File: src/rtl/clk_enable_gen.sv
// clk_enable_gen: multi-channel fractional clock-enable generator.
// Each channel is a phase accumulator (NCO). The carry out of the add is a
// single-cycle tick enable. Ticks are held off until pll_locked has been
// stable for LOCK_COUNT cycles after the two-flop synchroniser.
module clk_enable_gen #(
  parameter int NUM_CHANNELS = 2,
  parameter int ACC_WIDTH    = 32,
  parameter int LOCK_COUNT   = 1024,
  parameter logic [NUM_CHANNELS*ACC_WIDTH-1:0] INIT_INCR = '0
) (
  input  logic                    clk,
  input  logic                    reset,
  input  logic                    pll_locked,
  input  logic [NUM_CHANNELS-1:0] chan_en,
  input  logic                    sync,
  input  logic                    cfg_wr_en,
  input  logic [2:0]              cfg_chan,
  input  logic [ACC_WIDTH-1:0]    cfg_incr,
  output logic [NUM_CHANNELS-1:0] tick,
  output logic                    ready
);

  // The stabilise counter only has to reach LOCK_COUNT-1.
  localparam int CNT_W = (LOCK_COUNT > 1) ? $clog2(LOCK_COUNT) : 1;
  localparam logic [CNT_W-1:0] CNT_LAST = CNT_W'(LOCK_COUNT - 1);

  typedef enum logic [1:0] {
    WAIT_LOCK = 2'd0,
    STABILISE = 2'd1,
    RUN       = 2'd2
  } state_t;

  state_t           r_state;
  logic [CNT_W-1:0] r_cnt;
  logic             r_sync1;
  logic             r_locked_s;
  logic             r_ready;

  logic w_in_run;
  logic w_clear;
  logic w_advance;

  // Two-flop synchroniser for the asynchronous PLL lock indicator.
  always_ff @(posedge clk) begin
    if (reset) begin
      r_sync1    <= 1'b0;
      r_locked_s <= 1'b0;
    end else begin
      r_sync1    <= pll_locked;
      r_locked_s <= r_sync1;
    end
  end

  // Lock qualifier FSM; ready is registered as a decode of the next state.
  always_ff @(posedge clk) begin
    if (reset) begin
      r_state <= WAIT_LOCK;
      r_cnt   <= '0;
      r_ready <= 1'b0;
    end else begin
      case (r_state)
        WAIT_LOCK: begin
          r_ready <= 1'b0;
          r_cnt   <= '0;
          if (r_locked_s) begin
            r_state <= STABILISE;
          end
        end
        STABILISE: begin
          if (!r_locked_s) begin
            r_state <= WAIT_LOCK;
            r_ready <= 1'b0;
          end else if (r_cnt == CNT_LAST) begin
            r_state <= RUN;
            r_ready <= 1'b1;
          end else begin
            r_cnt   <= r_cnt + 1'b1;
            r_ready <= 1'b0;
          end
        end
        RUN: begin
          if (!r_locked_s) begin
            r_state <= WAIT_LOCK;
            r_ready <= 1'b0;
          end else begin
            r_ready <= 1'b1;
          end
        end
        default: begin
          r_state <= WAIT_LOCK;
          r_ready <= 1'b0;
        end
      endcase
    end
  end

  // Losing lock while running, or a sync request, zeroes every accumulator
  // on the same edge. Outside RUN the accumulators are already zero.
  assign w_in_run  = (r_state == RUN);
  assign w_clear   = w_in_run && (!r_locked_s || sync);
  assign w_advance = w_in_run && !w_clear;

  assign ready = r_ready;

  genvar gi;
  generate
    for (gi = 0; gi < NUM_CHANNELS; gi++) begin : g_chan
      logic [ACC_WIDTH-1:0] r_acc;
      logic [ACC_WIDTH-1:0] r_incr;
      logic                 r_tick;
      logic [ACC_WIDTH:0]   w_sum;

      // The carry out of this add is the tick.
      assign w_sum    = {1'b0, r_acc} + {1'b0, r_incr};
      assign tick[gi] = r_tick;

      // Increment register; a write never touches the accumulator.
      always_ff @(posedge clk) begin
        if (reset) begin
          r_incr <= INIT_INCR[gi*ACC_WIDTH +: ACC_WIDTH];
        end else if (cfg_wr_en && (cfg_chan == 3'(gi))) begin
          r_incr <= cfg_incr;
        end
      end

      // Phase accumulator: clear, advance, or hold with tick low.
      always_ff @(posedge clk) begin
        if (reset) begin
          r_acc  <= '0;
          r_tick <= 1'b0;
        end else if (w_clear) begin
          r_acc  <= '0;
          r_tick <= 1'b0;
        end else if (w_advance && chan_en[gi]) begin
          r_acc  <= w_sum[ACC_WIDTH-1:0];
          r_tick <= w_sum[ACC_WIDTH];
        end else begin
          r_tick <= 1'b0;
        end
      end
    end
  endgenerate

endmodule

File: config.mk
export PLATFORM = sky130hd
export DESIGN_NAME = clk_enable_gen
export DESIGN_NICKNAME = d
export VERILOG_FILES = /design/src/rtl/clk_enable_gen.sv
export SDC_FILE = /design/constraint.sdc
export NUM_CORES = 1
export LEC_CHECK = 0
export CAP_MARGIN = 20
export CORE_AREA = 2 2 132 108
export CTS_BUF_LIST = sky130_fd_sc_hd__clkbuf_16
export CTS_CLUSTER_SIZE = 40
export DETAILED_ROUTE_END_ITERATION = 10
export DIE_AREA = 0 0 134 110
export PLACE_DENSITY = 0.85
export SLEW_MARGIN = 10
export SYNTH_ARGS = -nofsm -noshare
export SYNTH_HDL_FRONTEND = slang
export SYNTH_SLANG_ARGS = --single-unit
File: constraint.sdc
create_clock -name clk -period 4.1 [get_ports clk]
set_input_delay 1.025 -clock clk [delete_from_list [all_inputs] [get_ports clk]]
set_output_delay 1.025 -clock clk [all_outputs]
set_load 0.02 [all_outputs]
### Yosys cells after proc, flatten, opt, wreduce, memory -nomap -nowiden

Index checks and enable logic that the tools add are counted.

| operators by class | value |
|---|---|
| add/sub/neg operators | 3 |
| eq/ne operators | 9 |
| multiplexer cells | 12 |
| bitwise operators | 2 |
| reductions and logical operators | 17 |

Operator list:

| kind | count |
|---|---|
| 32-bit by 32-bit adder with 33-bit output | 2 |
| 10-bit 2-to-1 mux | 2 |
| 10-bit one-hot mux with 2 select lines | 1 |
| 10-bit by 1-bit adder with 10-bit output (second input constant) | 1 |
| 10-bit == test (second input constant) | 1 |
| 2-bit 2-to-1 mux | 4 |
| 2-bit != test (second input constant) | 4 |
| 1-bit logical AND | 6 |
| 2-bit one-hot mux with 3 select lines | 1 |
| 3-bit AND reduction | 2 |
| 3-bit OR reduction | 2 |
| 3-bit by 1-bit == test with 1-bit output (second input constant) | 1 |
| 3-bit zero test | 1 |
| 1-bit 2-to-1 mux | 3 |
| 3-bit != test (second input constant) | 1 |
| 2-bit by 1-bit == test with 1-bit output (second input constant) | 1 |
| 2-bit == test (second input constant) | 1 |
| 1-bit zero test | 2 |
| 2-bit zero test | 1 |
| 1-bit NOT | 2 |
| 1-bit one-hot mux with 2 select lines | 1 |
| 2-bit nonzero test | 1 |
| 2-bit OR reduction | 1 |
| 1-bit logical OR | 1 |

| storage, ports and cells | value |
|---|---|
| flip-flop bits (word level) | 145 |
| input bits | 42 |
| output and inout bits | 3 |
| word-level logic and storage cells | 54 |

### Logic depth before layout (Yosys ltp)

Gate-level depths: netlist of the first run.

| depth | value |
|---|---|
| depth in word-level cells | 8 |
| depth in mapped cells | 10 |
| gate-level depth less buffers | 10 |

### Worst setup path after synthesis of the first run

OpenSTA, ideal clock, no wires.

| timing | value |
|---|---|
| kind | reg2reg |
| start | register g_chan[1].r_acc[0] |
| end | register g_chan[1].r_acc[20] |
| library setup time | 0.136 ns |
| data arrival time | 2.430 ns |
| required time | 3.964 ns |
| path slack | 1.534 ns |
| stages on the path, launching flop included | 11 |
| path buffers | 0 |
| clock period less this slack | 2.566 ns |
| cells stage by stage | dfxtp_1 -> ha_1 -> fa_1 -> a211o_1 -> o211ai_1 -> o31a_2 -> a31oi_4 -> a221oi_1 -> o21ai_0 -> a2111oi_0 -> a211oi_1 |

| on the way | value |
|---|---|
| cells in the longest elaborated chain, start to end | 1 |

RTL lines:

| item | RTL line | RTL |
|---|---|---|
| start: declaration | 108 | `logic [ACC_WIDTH-1:0] r_acc;` |
| start signal: assignment | 135 | `r_acc <= w_sum[ACC_WIDTH-1:0];` |
| 32-bit by 32-bit adder with 33-bit output | 114 | `assign w_sum = {1'b0, r_acc} + {1'b0, r_incr};` |

Every way passes these cells.
A chain may end at the register's enable or synchronous reset.

### Worst setup path in the final report of the first run

Ends and elaborated chain as after synthesis.

==> metrics.log, run 1 <==
INFO  metric worst-endpoint-arrival = 3350 ps
INFO  metric synth.net_count = 1219
INFO  metric synth_top_cells_by_count = sky130_fd_sc_hd__nand2_1, sky130_fd_sc_hd__a21oi_1, sky130_fd_sc_hd__dfxtp_1
INFO  metric grt_pass1_wl = 36.36 mm
INFO  metric power_per_cell_area = between 300 and 400 mW/mm^2
INFO  metric power.switching_fraction = approximately a quarter
INFO  metric synthMostInstantiatedCell = sky130_fd_sc_hd__nand2_1
INFO  metric final_net_count = 1237
INFO  metric initial_antenna_violation_count = 0
INFO  metric coreArea = ~0.013 sq mm
INFO  metric synth_ff_type = sky130_fd_sc_hd__dfxtp_1
INFO  metric numPortBuffers = 44
INFO  metric reg2reg_slack = 1050 ps
INFO  metric syn2layout_area_growth = 13.23%
INFO  metric p_int = 2451 uW
INFO  metric timing.critical_path.cells = ha_1, fa_1, a211o_1, o211ai_1, o31a_2, a31oi_4, a221oi_1, o21ai_0, a2111oi_0, a211oi_1
INFO  metric average_wire_per_cell_in_the_routed_design = 16.77 um
INFO  metric netlist.area_leader.share = around 34%
INFO  metric top_level_ports = 45
INFO  metric pwr-share-comb = under 10%
INFO  metric max_stage_delay = between 400 and 500 ps
INFO  metric grt_start_max_net_pins = 65
INFO  metric min_path_type = reg -> reg
INFO  metric static-leakage-power = 0.004060 uW
INFO  metric critical_path.max_fanout = 6
INFO  metric asyncSetResetFlopFracSynth = 0%
INFO  metric critical_path_start_type = flip-flop
INFO  metric cts.sinks = roughly 150
INFO  metric cap_violations = 0
INFO  metric seq_power_share = roughly 45%
INFO  metric globalRouteTotalUtil = a little under a third
INFO  metric post_route_cells_drive_above_1_share = 5.360%
INFO  metric cts.repair_timing.setup_buffer_count = 0
INFO  metric required = 4410 ps
INFO  metric detailroute.via_count = 8202
INFO  metric synth.ff_latch_count = 145
INFO  metric post-synth-top-area-cell = sky130_fd_sc_hd__dfxtp_1
INFO  metric net-switching-power = ~760 uW
INFO  metric synth-edff-count = 0
INFO  metric chipHeight = 110 um
INFO  metric die_area = 0.01474 sq mm
INFO  metric cts_made_buffers = 17
INFO  metric half_perimeter_wire_length_after_detailed_placement = about 15 mm
INFO  metric hold_path_sink = r_locked_s
INFO  metric globalplace.congestion = about 0.92
INFO  metric p_clk_share = between 50% and 60%
INFO  metric cp_top_family = compound AO/OA/AOI/OAI gates
INFO  metric hold_viol_final = 0
INFO  metric worst_r2r_path_depth = 10
INFO  metric maximum_buffer_depth_of_the_clock_tree = 2
INFO  metric cts-htree-levels = 4
INFO  metric outcome = complete, no violations
INFO  metric clk_latency = 440 ps
INFO  metric beginning_of_the_worst_register_to_register_path = g_chan[1].r_acc[0]
INFO  metric hold_path.startpoint = r_sync1
INFO  metric post_cts_resize_count = 0
INFO  metric cts.hold.buffers_added = 0
INFO  metric endpoint_kind = flip-flop
INFO  metric cts.reportedPaths.clkPinSlew = ~60 ps
INFO  metric clockRootBuffer = sky130_fd_sc_hd__clkbuf_16
INFO  metric drt_first_pass_iters = 8
INFO  metric total_standard_cell_area_after_synthesis = 0.008562 sq mm
INFO  metric syn_inst = 1107
INFO  metric final.setup_skew = 7.494 ps
INFO  metric relSlewSlack = 46.76%
INFO  metric synth_area_leaders = sky130_fd_sc_hd__dfxtp_1, sky130_fd_sc_hd__a21oi_1, sky130_fd_sc_hd__nand2_1, sky130_fd_sc_hd__ha_1, sky130_fd_sc_hd__a21o_1
INFO  metric yosys.cell_types.count = 67
INFO  metric timing.rr.end = g_chan[1].r_acc[20]
INFO  metric timing_worst_setup_path_type = reg -> reg
INFO  metric timing.hold.ws = roughly 450 ps
INFO  metric clock.fmax = between 300 and 400 MHz
INFO  metric vias_in_the_first_global_route = 7620
INFO  metric detailedRoute.firstIterationViolations = 663
INFO  metric setup-tns-final = 0 ps
INFO  metric route.detailed.drc = 0
INFO  metric die-width = approximately 130 um
INFO  metric grt_setup_unrepaired = false
INFO  metric start_util = around 64%
INFO  metric synthesis.yosys.warnings = 0
INFO  metric ir_drop = approximately 0.33 mV
INFO  metric vias_per_cell = 6.223
INFO  metric drt-total-wl = 22.10 mm
INFO  metric synth_seq_area_share = 33.90%
INFO  metric post_synth.cell_area_avg = 7.734 sq um
INFO  metric ant_nets = 0
INFO  metric setup_failing_eps_final = 0
INFO  metric crit_slowest_cell = sky130_fd_sc_hd__a2111oi_0
INFO  metric timing_max_transition_violations_final = 0
INFO  metric min_period = 3045 ps
INFO  metric antenna_cell_count = 0
INFO  metric worst_margin_pin_slew = 795.7 ps
INFO  metric cp_num_buf_inv = 0
INFO  metric tritoncts = built
INFO  metric min_period_over_period = 74.28%
INFO  metric hold_depth = 1
INFO  metric global_route.overflow_total = 0
INFO  metric rows = 38
-- worst max-delay path by stage --
| stage | depth (start not counted) | start | slack [ps] | to |
|---|---|---|---|---|
| 2_1_floorplan | 10 | g_chan[1].r_acc[0] | 1530 | g_chan[1].r_acc[20] |
| 3_3_place_gp | 8 | sync | 1080 | g_chan[0].r_acc[25] |
| 3_5_place_dp | 8 | sync | 960 | g_chan[1].r_acc[29] |
| 4_1_cts | 10 | g_chan[1].r_acc[0] | 1100 | g_chan[1].r_acc[20] |
| 5_1_grt | 10 | g_chan[1].r_acc[0] | 890 | g_chan[1].r_acc[20] |
| 6_report | 10 | g_chan[1].r_acc[0] | 1050 | g_chan[1].r_acc[20] |
-- metrics by stage --
step	area [sq um]	setup WS, ps	power, uW	std cells	utilization, %
floorplan	8562	1534	1545	1107	-
global placement	9086	1083	1618	1286	68.01
detailed placement	9086	959.7	1622	1286	68.01
CTS	9694	1104	3220	1318	72.56
global route	9694	890.4	3297	1318	72.56
finish	9694	1055	3211	1318	72.56
-- state kept, by name, summed over array words and instances (netlist names) --
| register | count |
|---|---|
| r_state | 2 |
| r_sync1 | 1 |
| ready | 1 |
| g_chan.r_tick | 2 |
| r_locked_s | 1 |
| g_chan.r_incr | 64 |
| r_cnt | 10 |
| g_chan.r_acc | 64 |
-- kinds of logic (layout without fill, tap and decap cells) --
group / count (synthesis) / after routing / share of synthesized area (%)
AND/OR/NAND/NOR: 401 / 401 / 20.21
buffers and inverters: 74 / 105 / 3.463
flip-flops: 145 / 145 / 33.90
adder cells (fa/ha/maj): 70 / 70 / 10.40
AO/OA/AOI/OAI: 374 / 374 / 27.59
multiplexers: 2 / 2 / 0.2338
XOR/XNOR: 41 / 41 / 4.194
-- placed cells by master, fill, tap and decap left out, drive strengths merged, types with 21 or more instances in the layout --
cell           Yosys  final
ha                68     68
dfxtp            145    145
inv               17     22
nor2              69     69
nand2            231    231
clkdlybuf4s50      0     43
a21oi            193    193
xnor2             27     27
a21o              42     42
nand3             21     21
o21ai             38     38
-- per-layer routing --
metal | part of all wire, % | wire length [um] | vias up | GRT usage, %
met3 | 7.5 | 1648 | 86 | 6.401
met5 | 0 | 0 | - | 0
met4 | 3.9 | 873 | 0 | 14.21
li1 | - | - | 3998 | -
met1 | 44 | 9765 | 3766 | 39.32
met2 | 44 | 9814 | 352 | 51.14
-- power by group through the flow --
| stage | registers [uW] | clock network, uW | logic (uW) |
|---|---|---|---|
| after CTS | 1430 | 1630 | 158 |
| after detailed placement | 1460 | 0 | 157 |
| after global placement | 1460 | 0 | 154 |
| final | 1430 | 1620 | 161 |
| after floorplan | 1460 | 0 | 84.3 |
| after global routing | 1430 | 1690 | 175 |
-- worst reg2reg max path, cell delays in order (launching register included) --
cell	delay, ps
sky130_fd_sc_hd__dfxtp_1	310
sky130_fd_sc_hd__ha_1	220
sky130_fd_sc_hd__fa_1	430
sky130_fd_sc_hd__a211o_1	320
sky130_fd_sc_hd__o211ai_1	100
sky130_fd_sc_hd__o31a_2	210
sky130_fd_sc_hd__a31oi_4	130
sky130_fd_sc_hd__a221oi_1	400
sky130_fd_sc_hd__o21ai_0	220
sky130_fd_sc_hd__a2111oi_0	470
sky130_fd_sc_hd__a211oi_1	100
-- final cells by class --
class | instances | area, sq um
clock buffer | 17 | 425.4
inverter | 17 | 63.81
tap | 180 | 225.2
sequential | 145 | 2903
clock inverter | 15 | 182.7
multi-input combinational | 888 | 5369
timing repair buffer | 56 | 525.5
fill | 1071 | 3666
No activity file was read; power rests on OpenSTA's default activity.
==> run 2: changes to the inputs <==
--- a/config.mk
+++ b/config.mk
@@ -6,12 +6,12 @@
 export NUM_CORES = 1
 export LEC_CHECK = 0
 export CAP_MARGIN = 20
-export CORE_AREA = 2 2 132 108
+export CORE_AREA = 2 2 136 111
 export CTS_BUF_LIST = sky130_fd_sc_hd__clkbuf_16
 export CTS_CLUSTER_SIZE = 40
 export DETAILED_ROUTE_END_ITERATION = 10
-export DIE_AREA = 0 0 134 110
-export PLACE_DENSITY = 0.85
+export DIE_AREA = 0 0 138 113
+export PLACE_DENSITY = 0.81
 export SLEW_MARGIN = 10
 export SYNTH_ARGS = -nofsm -noshare
 export SYNTH_HDL_FRONTEND = slang
==> constraint.sdc (replaced) <==
create_clock -name clk -period 2.97 [get_ports clk]
set_input_delay 0.7425 -clock clk [delete_from_list [all_inputs] [get_ports clk]]
set_output_delay 0.7425 -clock clk [all_outputs]
set_load 0.02 [all_outputs]
==> run 2 against run 1 <==
Effect of this change: clock skew is 1.0 ps lower; first-iteration DRC count is 4.2% lower; critical path type unchanged; clock power is 33% higher; die area is 5.8% higher; clock-buffer cell count stayed put; sequential power is 38% higher; design area is 0.45% higher; routed wire length is 2.0% lower; flip-flop and latch count stayed put; total power is 36% higher; largest power group unchanged.
==> metrics.log, run 2 (synthesis results as in run 1) <==
INFO  metric beginning_of_the_worst_register_to_register_path = g_chan[1].r_acc[0]
INFO  metric cts.sinks = 145
INFO  metric initial_antenna_violation_count = 0
INFO  metric final.setup_skew = ~6.5 ps
INFO  metric timing.critical_path.from = g_chan[1].r_acc[0]
INFO  metric vias_per_cell = approximately 6.1
INFO  metric syn2layout_area_growth = 13.74%
INFO  metric chipHeight = 113 um
INFO  metric clock.fmax = 354.5 MHz
INFO  metric critical_path_start_type = flip-flop
INFO  metric timing.rr.end = g_chan[1].r_acc[20]
INFO  metric hold_viol_final = 0
INFO  metric min_period = ~2800 ps
INFO  metric reg2reg_slack = 150 ps
INFO  metric min_path_type = reg -> reg
INFO  metric vias_in_the_first_global_route = 7442
INFO  metric final_net_count = 1242
INFO  metric globalplace.congestion = 0.9325
INFO  metric clk_latency = 440 ps
INFO  metric top_level_ports = between 40 and 50
INFO  metric largest_registers = g_chan.r_acc (64), g_chan.r_incr (64), r_cnt (10)
INFO  metric cts.reportedPaths.clkPinSlew = approximately 60 ps
INFO  metric post_layout_nonfiller_instances = 1327
INFO  metric static-leakage-power = 0.004063 uW
INFO  metric cts_made_buffers = 17
INFO  metric worst_r2r_path_depth = 10
INFO  metric ant_nets = 0
INFO  metric maximum_buffer_depth_of_the_clock_tree = 2
INFO  metric rows = 39
INFO  metric timing_worst_setup_path_type = reg -> reg
INFO  metric route.detailed.drc = 0
INFO  metric worst-endpoint-arrival = 3120 ps
INFO  metric timing.critical_path.to = g_chan[1].r_acc[20]
INFO  metric setup_failing_eps_final = 0
INFO  metric detailedRoute.firstIterationViolations = 635
INFO  metric globalRouteTotalUtil = between 20 and 30%
INFO  metric setup-tns-final = 0 ps
INFO  metric drt_first_pass_iters = 7
INFO  metric tritoncts = built
INFO  metric half_perimeter_wire_length_after_detailed_placement = 15.14 mm
INFO  metric worst_margin_pin_slew = 811.2 ps
INFO  metric coreArea = around 0.014 sq mm
INFO  metric required = 3270 ps
INFO  metric cap_violations = 0
INFO  metric global_route.overflow_total = 0
INFO  metric start_util = 60.50%
INFO  metric post-place-cells = 1294
INFO  metric relSlewSlack = between 40% and 50%
INFO  metric clockRootBuffer = sky130_fd_sc_hd__clkbuf_16
INFO  metric mostFrequentLayoutCells = sky130_fd_sc_hd__nand2_1, sky130_fd_sc_hd__a21oi_1, sky130_fd_sc_hd__dfxtp_1
INFO  metric final_core_util = 68.82%
INFO  metric drt-total-wl = approximately 22 mm
INFO  metric average_wire_per_cell_in_the_routed_design = 16.32 um
INFO  metric numPortBuffers = 44
INFO  metric detailroute.via_count = 8060
INFO  metric grt_pass1_wl = 35.94 mm
INFO  metric antenna_cell_count = 0
INFO  metric post_route_cells_drive_above_1_share = 5.862%
INFO  metric timing_max_transition_violations_final = 0
INFO  metric grt_setup_unrepaired = false
INFO  metric layout_commonest_cell = sky130_fd_sc_hd__nand2_1
INFO  metric min_period_over_period = between 90% and 100%
INFO  metric die_area = 0.01559 sq mm
INFO  metric critical_path.max_fanout = 6
INFO  metric grt_start_max_net_pins = 74
INFO  metric outcome = complete, no violations
INFO  metric power_per_cell_area = 447.6 mW/mm^2
INFO  metric ir_drop = 0.4161 mV
INFO  metric endpoint_kind = flip-flop
INFO  metric cts-htree-levels = 4
INFO  metric die-width = 138 um
==> run 2: area by class of cell <==
cell class | instances | area (sq um)
flip-flops and latches | 145 | 2903
inverters | 17 | 63.81
repair buffers | 61 | 563.0
multi-input cells | 888 | 5384
well taps | 184 | 230.2
clock inverters | 15 | 168.9
clock buffers | 17 | 425.4
fillers | 1188 | 4413
==> run 2: timing repair <==
action | CTS | global route
hold buffers | 0 | 0
setup buffers | 0 | 1
resized for setup | 3 | 2
setup endpoints to repair | 1 | 1
pin swaps | 0 | 2
==> run 2: how the worst min path moves through the flow <==
stage | cells past startpoint | start | to | slack [ps]
global route | 1 | r_sync1 | r_locked_s | 460
global placement | 1 | r_sync1 | r_locked_s | 430
finish | 1 | r_sync1 | r_locked_s | 440
CTS | 1 | r_sync1 | r_locked_s | 450
detailed placement | 2 | g_chan[0].r_acc[12] | g_chan[0].r_acc[12] | 450
floorplan | 1 | r_sync1 | r_locked_s | 410
==> run 2: worst max-delay path: stages, from the launching register on <==
cell and delay (ps):
sky130_fd_sc_hd__dfxtp_1 310, sky130_fd_sc_hd__ha_1 230, sky130_fd_sc_hd__fa_2 390, sky130_fd_sc_hd__a211o_1 330, sky130_fd_sc_hd__o211ai_1 130, sky130_fd_sc_hd__o31a_2 200, sky130_fd_sc_hd__a31oi_4 120, sky130_fd_sc_hd__a221oi_2 300
sky130_fd_sc_hd__o21ai_1 140, sky130_fd_sc_hd__a2111oi_2 420, sky130_fd_sc_hd__a211oi_1 120
==> run 2: per-layer routing <==
| metal | vias up | routed length, um | track usage [%] |
|---|---|---|---|
| li1 | 4000 | - | - |
| met1 | 3764 | 10200 | 38.26 |
| met2 | 259 | 9775 | 44.62 |
| met5 | - | 0 | 0 |
| met4 | 0 | 475 | 10.34 |
| met3 | 37 | 1215 | 4.232 |
==> run 2: per-stage QoR <==
| step | instance area, sq um | worst slack [ps] | hold slack, ps | total power (uW) |
|---|---|---|---|---|
| 2_1_floorplan | 8562 | 404.1 | 413.8 | 2133 |
| 3_3_place_gp | 9121 | 226.9 | 428.9 | 2237 |
| 3_5_place_dp | 9121 | 98.61 | 447.9 | 2241 |
| 4_1_cts | 9722 | 19.55 | 452.5 | 4368 |
| 5_1_grt | 9738 | 39.38 | 462.3 | 4475 |
| 6_report | 9738 | 148.9 | 443.7 | 4359 |
==> run 2: power by group <==
| part | internal, uW | total (uW) | switching (uW) |
|---|---|---|---|
| logic | 92.2 | 224 | 131 |
| clock network | 1310 | 2160 | 849 |
| registers | 1970 | 1980 | 13.4 |
| total | 3370 | 4360 | 993 |
==> run 3: changes to the inputs <==
--- a/config.mk
+++ b/config.mk
@@ -6,12 +6,13 @@
 export NUM_CORES = 1
 export LEC_CHECK = 0
 export CAP_MARGIN = 20
-export CORE_AREA = 2 2 136 111
+export CORE_AREA = 2 2 133 109
 export CTS_BUF_LIST = sky130_fd_sc_hd__clkbuf_16
 export CTS_CLUSTER_SIZE = 40
 export DETAILED_ROUTE_END_ITERATION = 10
-export DIE_AREA = 0 0 138 113
-export PLACE_DENSITY = 0.81
+export DIE_AREA = 0 0 135 111
+export DONT_BUFFER_PORTS = 1
+export PLACE_DENSITY = 0.8
 export SLEW_MARGIN = 10
 export SYNTH_ARGS = -nofsm -noshare
 export SYNTH_HDL_FRONTEND = slang
==> run 3 against run 2 <==
Effect of this change: hold slack lost 70 ps; maximum frequency shrank 2.7%; clock skew grew 3.6 ps; non-clock buffer count shrank 44; clock power grew 9%.
==> metrics.log, run 3 (synthesis results as in run 1) <==
INFO  metric outcome = complete, no violations
INFO  metric ir_drop = between 0.4 and 0.5 mV
INFO  metric min_period = 2900 ps
INFO  metric critical_path.max_fanout = 6
INFO  metric detailroute.via_count = 7844
INFO  metric post_route_cells_drive_above_1_share = between 5 and 6%
INFO  metric half_perimeter_wire_length_after_detailed_placement = ~15 mm
INFO  metric endpoint_kind = flip-flop
INFO  metric required = ~3300 ps
INFO  metric timing_worst_setup_path_type = reg -> reg
INFO  metric post_cts_resize_count = 0
INFO  metric cts.hold.buffers_added = 0
INFO  metric post_dp_cell_area = about 0.0087 sq mm
INFO  metric timing_max_transition_violations_final = 0
INFO  metric critical_path_start_type = flip-flop
INFO  metric min_path_type = in -> reg
INFO  metric fillers = 1187
INFO  metric numPortBuffers = 0
INFO  metric hold_viol_final = 0
INFO  metric static-leakage-power = 0.003924 uW
INFO  metric route.detailed.drc = 0
INFO  metric largest_registers = g_chan.r_acc (64), g_chan.r_incr (64), r_cnt (10)
INFO  metric cts.sinks = ~150
INFO  metric fin_area = 0.009334 sq mm
INFO  metric clk_latency = 440 ps
INFO  metric cap_violations = 0
INFO  metric setup_failing_eps_final = 0
INFO  metric ant_nets = 0
INFO  metric relSlewSlack = 47.08%
INFO  metric clockRootBuffer = sky130_fd_sc_hd__clkbuf_16
INFO  metric globalRouteTotalUtil = 29.16%
INFO  metric grt_start_max_net_pins = 83
INFO  metric die-width = about 140 um
INFO  metric layout_commonest_cell = sky130_fd_sc_hd__nand2_1
INFO  metric start_util = 61.78%
INFO  metric detailedRoute.firstIterationViolations = 570
INFO  metric die_area = 0.01499 sq mm
INFO  metric grt_pass1_wl = 35.25 mm
INFO  metric vias_in_the_first_global_route = 7419
INFO  metric cts_made_buffers = 17
INFO  metric reg2reg_slack = 70 ps
INFO  metric final.setup_skew = 10.04 ps
INFO  metric chipHeight = 111 um
INFO  metric coreArea = 0.01386 sq mm
INFO  metric average_wire_per_cell_in_the_routed_design = 16.51 um
INFO  metric global_route.overflow_total = 0
INFO  metric globalplace.congestion = 0.9335
INFO  metric vias_per_cell = a little over 6
INFO  metric min_period_over_period = 97.65%
INFO  metric antenna_cell_count = 0
INFO  metric cts.reportedPaths.clkPinSlew = 60 ps
INFO  metric setup-tns-final = 0 ps
INFO  metric timing.hold.ws = 374.0 ps
INFO  metric cts-htree-levels = 4
INFO  metric worst-endpoint-arrival = 3200 ps
INFO  metric mostFrequentLayoutCells = sky130_fd_sc_hd__nand2_1, sky130_fd_sc_hd__a21oi_1, sky130_fd_sc_hd__dfxtp_1
INFO  metric power_per_cell_area = ~480 mW/mm^2
INFO  metric final_net_count = 1198
INFO  metric maximum_buffer_depth_of_the_clock_tree = 2
INFO  metric rows = 39
INFO  metric clock.fmax = 344.8 MHz
INFO  metric initial_antenna_violation_count = 0
INFO  metric grt_setup_unrepaired = false
INFO  metric top_level_ports = 45
INFO  metric cts.repair_timing.setup_buffer_count = 0
INFO  metric syn2layout_area_growth = 9.016%
INFO  metric worst_margin_pin_slew = 790.9 ps
INFO  metric drt_first_pass_iters = 5
INFO  metric drt-total-wl = roughly 21 mm
INFO  metric tritoncts = built
INFO  metric final_core_util = 67.35%
==> run 3: final timing paths <==
path / end / from / cells after the start
setup / recovery: g_chan[1].r_acc[20] / g_chan[1].r_acc[0] / 10
hold / removal: g_chan[0].r_incr[31] / reset / 1
setup reg to reg: g_chan[1].r_acc[20] / g_chan[1].r_acc[0] / 10
hold reg to reg: r_locked_s / r_sync1 / 1
==> run 3: where the power goes <==
part | switching, uW | total [uW] | internal (uW)
Sequential | 13.5 | 1980 | 1970
Combinational | 90.3 | 137 | 46.6
Clock | 863 | 2350 | 1480
Total | 967 | 4460 | 3490
==> run 3: per-stage QoR <==
stage                     total power (uW)  instances  setup WS, ps
after global placement                2152       1251         265.8
after global routing                  4576       1283         28.95
after floorplan                       2133       1107         404.1
after CTS                             4482       1283         162.1
after detailed placement              2156       1251         184.0
final                                 4461       1283         69.72
==> run 3: area by class of cell <==
| type | count | area [sq um] | share of cell area (%) |
|---|---|---|---|
| repair buffers | 17 | 127.6 | 1.367 |
| inverters | 17 | 63.81 | 0.6836 |
| clock buffers | 17 | 425.4 | 4.558 |
| flip-flops and latches | 145 | 2903 | 31.10 |
| well taps | 184 | 230.2 | 2.466 |
| multi-input cells | 888 | 5369 | 57.52 |
| clock inverters | 15 | 215.2 | 2.306 |
==> run 3: layer usage <==
metal	vias up	wire length [um]	GRT usage, %
met5	-	0	0
met4	0	614	11.60
met2	247	9435	46.53
met3	47	1380	6.539
li1	3906	-	-
met1	3644	9749	38.30
==> run 3: critical path, cell delays in order, from the launching register on <==
cell,delay (ps)
sky130_fd_sc_hd__dfxtp_1,310
sky130_fd_sc_hd__ha_1,220
sky130_fd_sc_hd__fa_1,430
sky130_fd_sc_hd__a211o_1,310
sky130_fd_sc_hd__o211ai_1,90
sky130_fd_sc_hd__o31a_2,210
sky130_fd_sc_hd__a31oi_4,130
sky130_fd_sc_hd__a221oi_1,300
sky130_fd_sc_hd__o21ai_0,180
sky130_fd_sc_hd__a2111oi_0,480
sky130_fd_sc_hd__a211oi_1,110
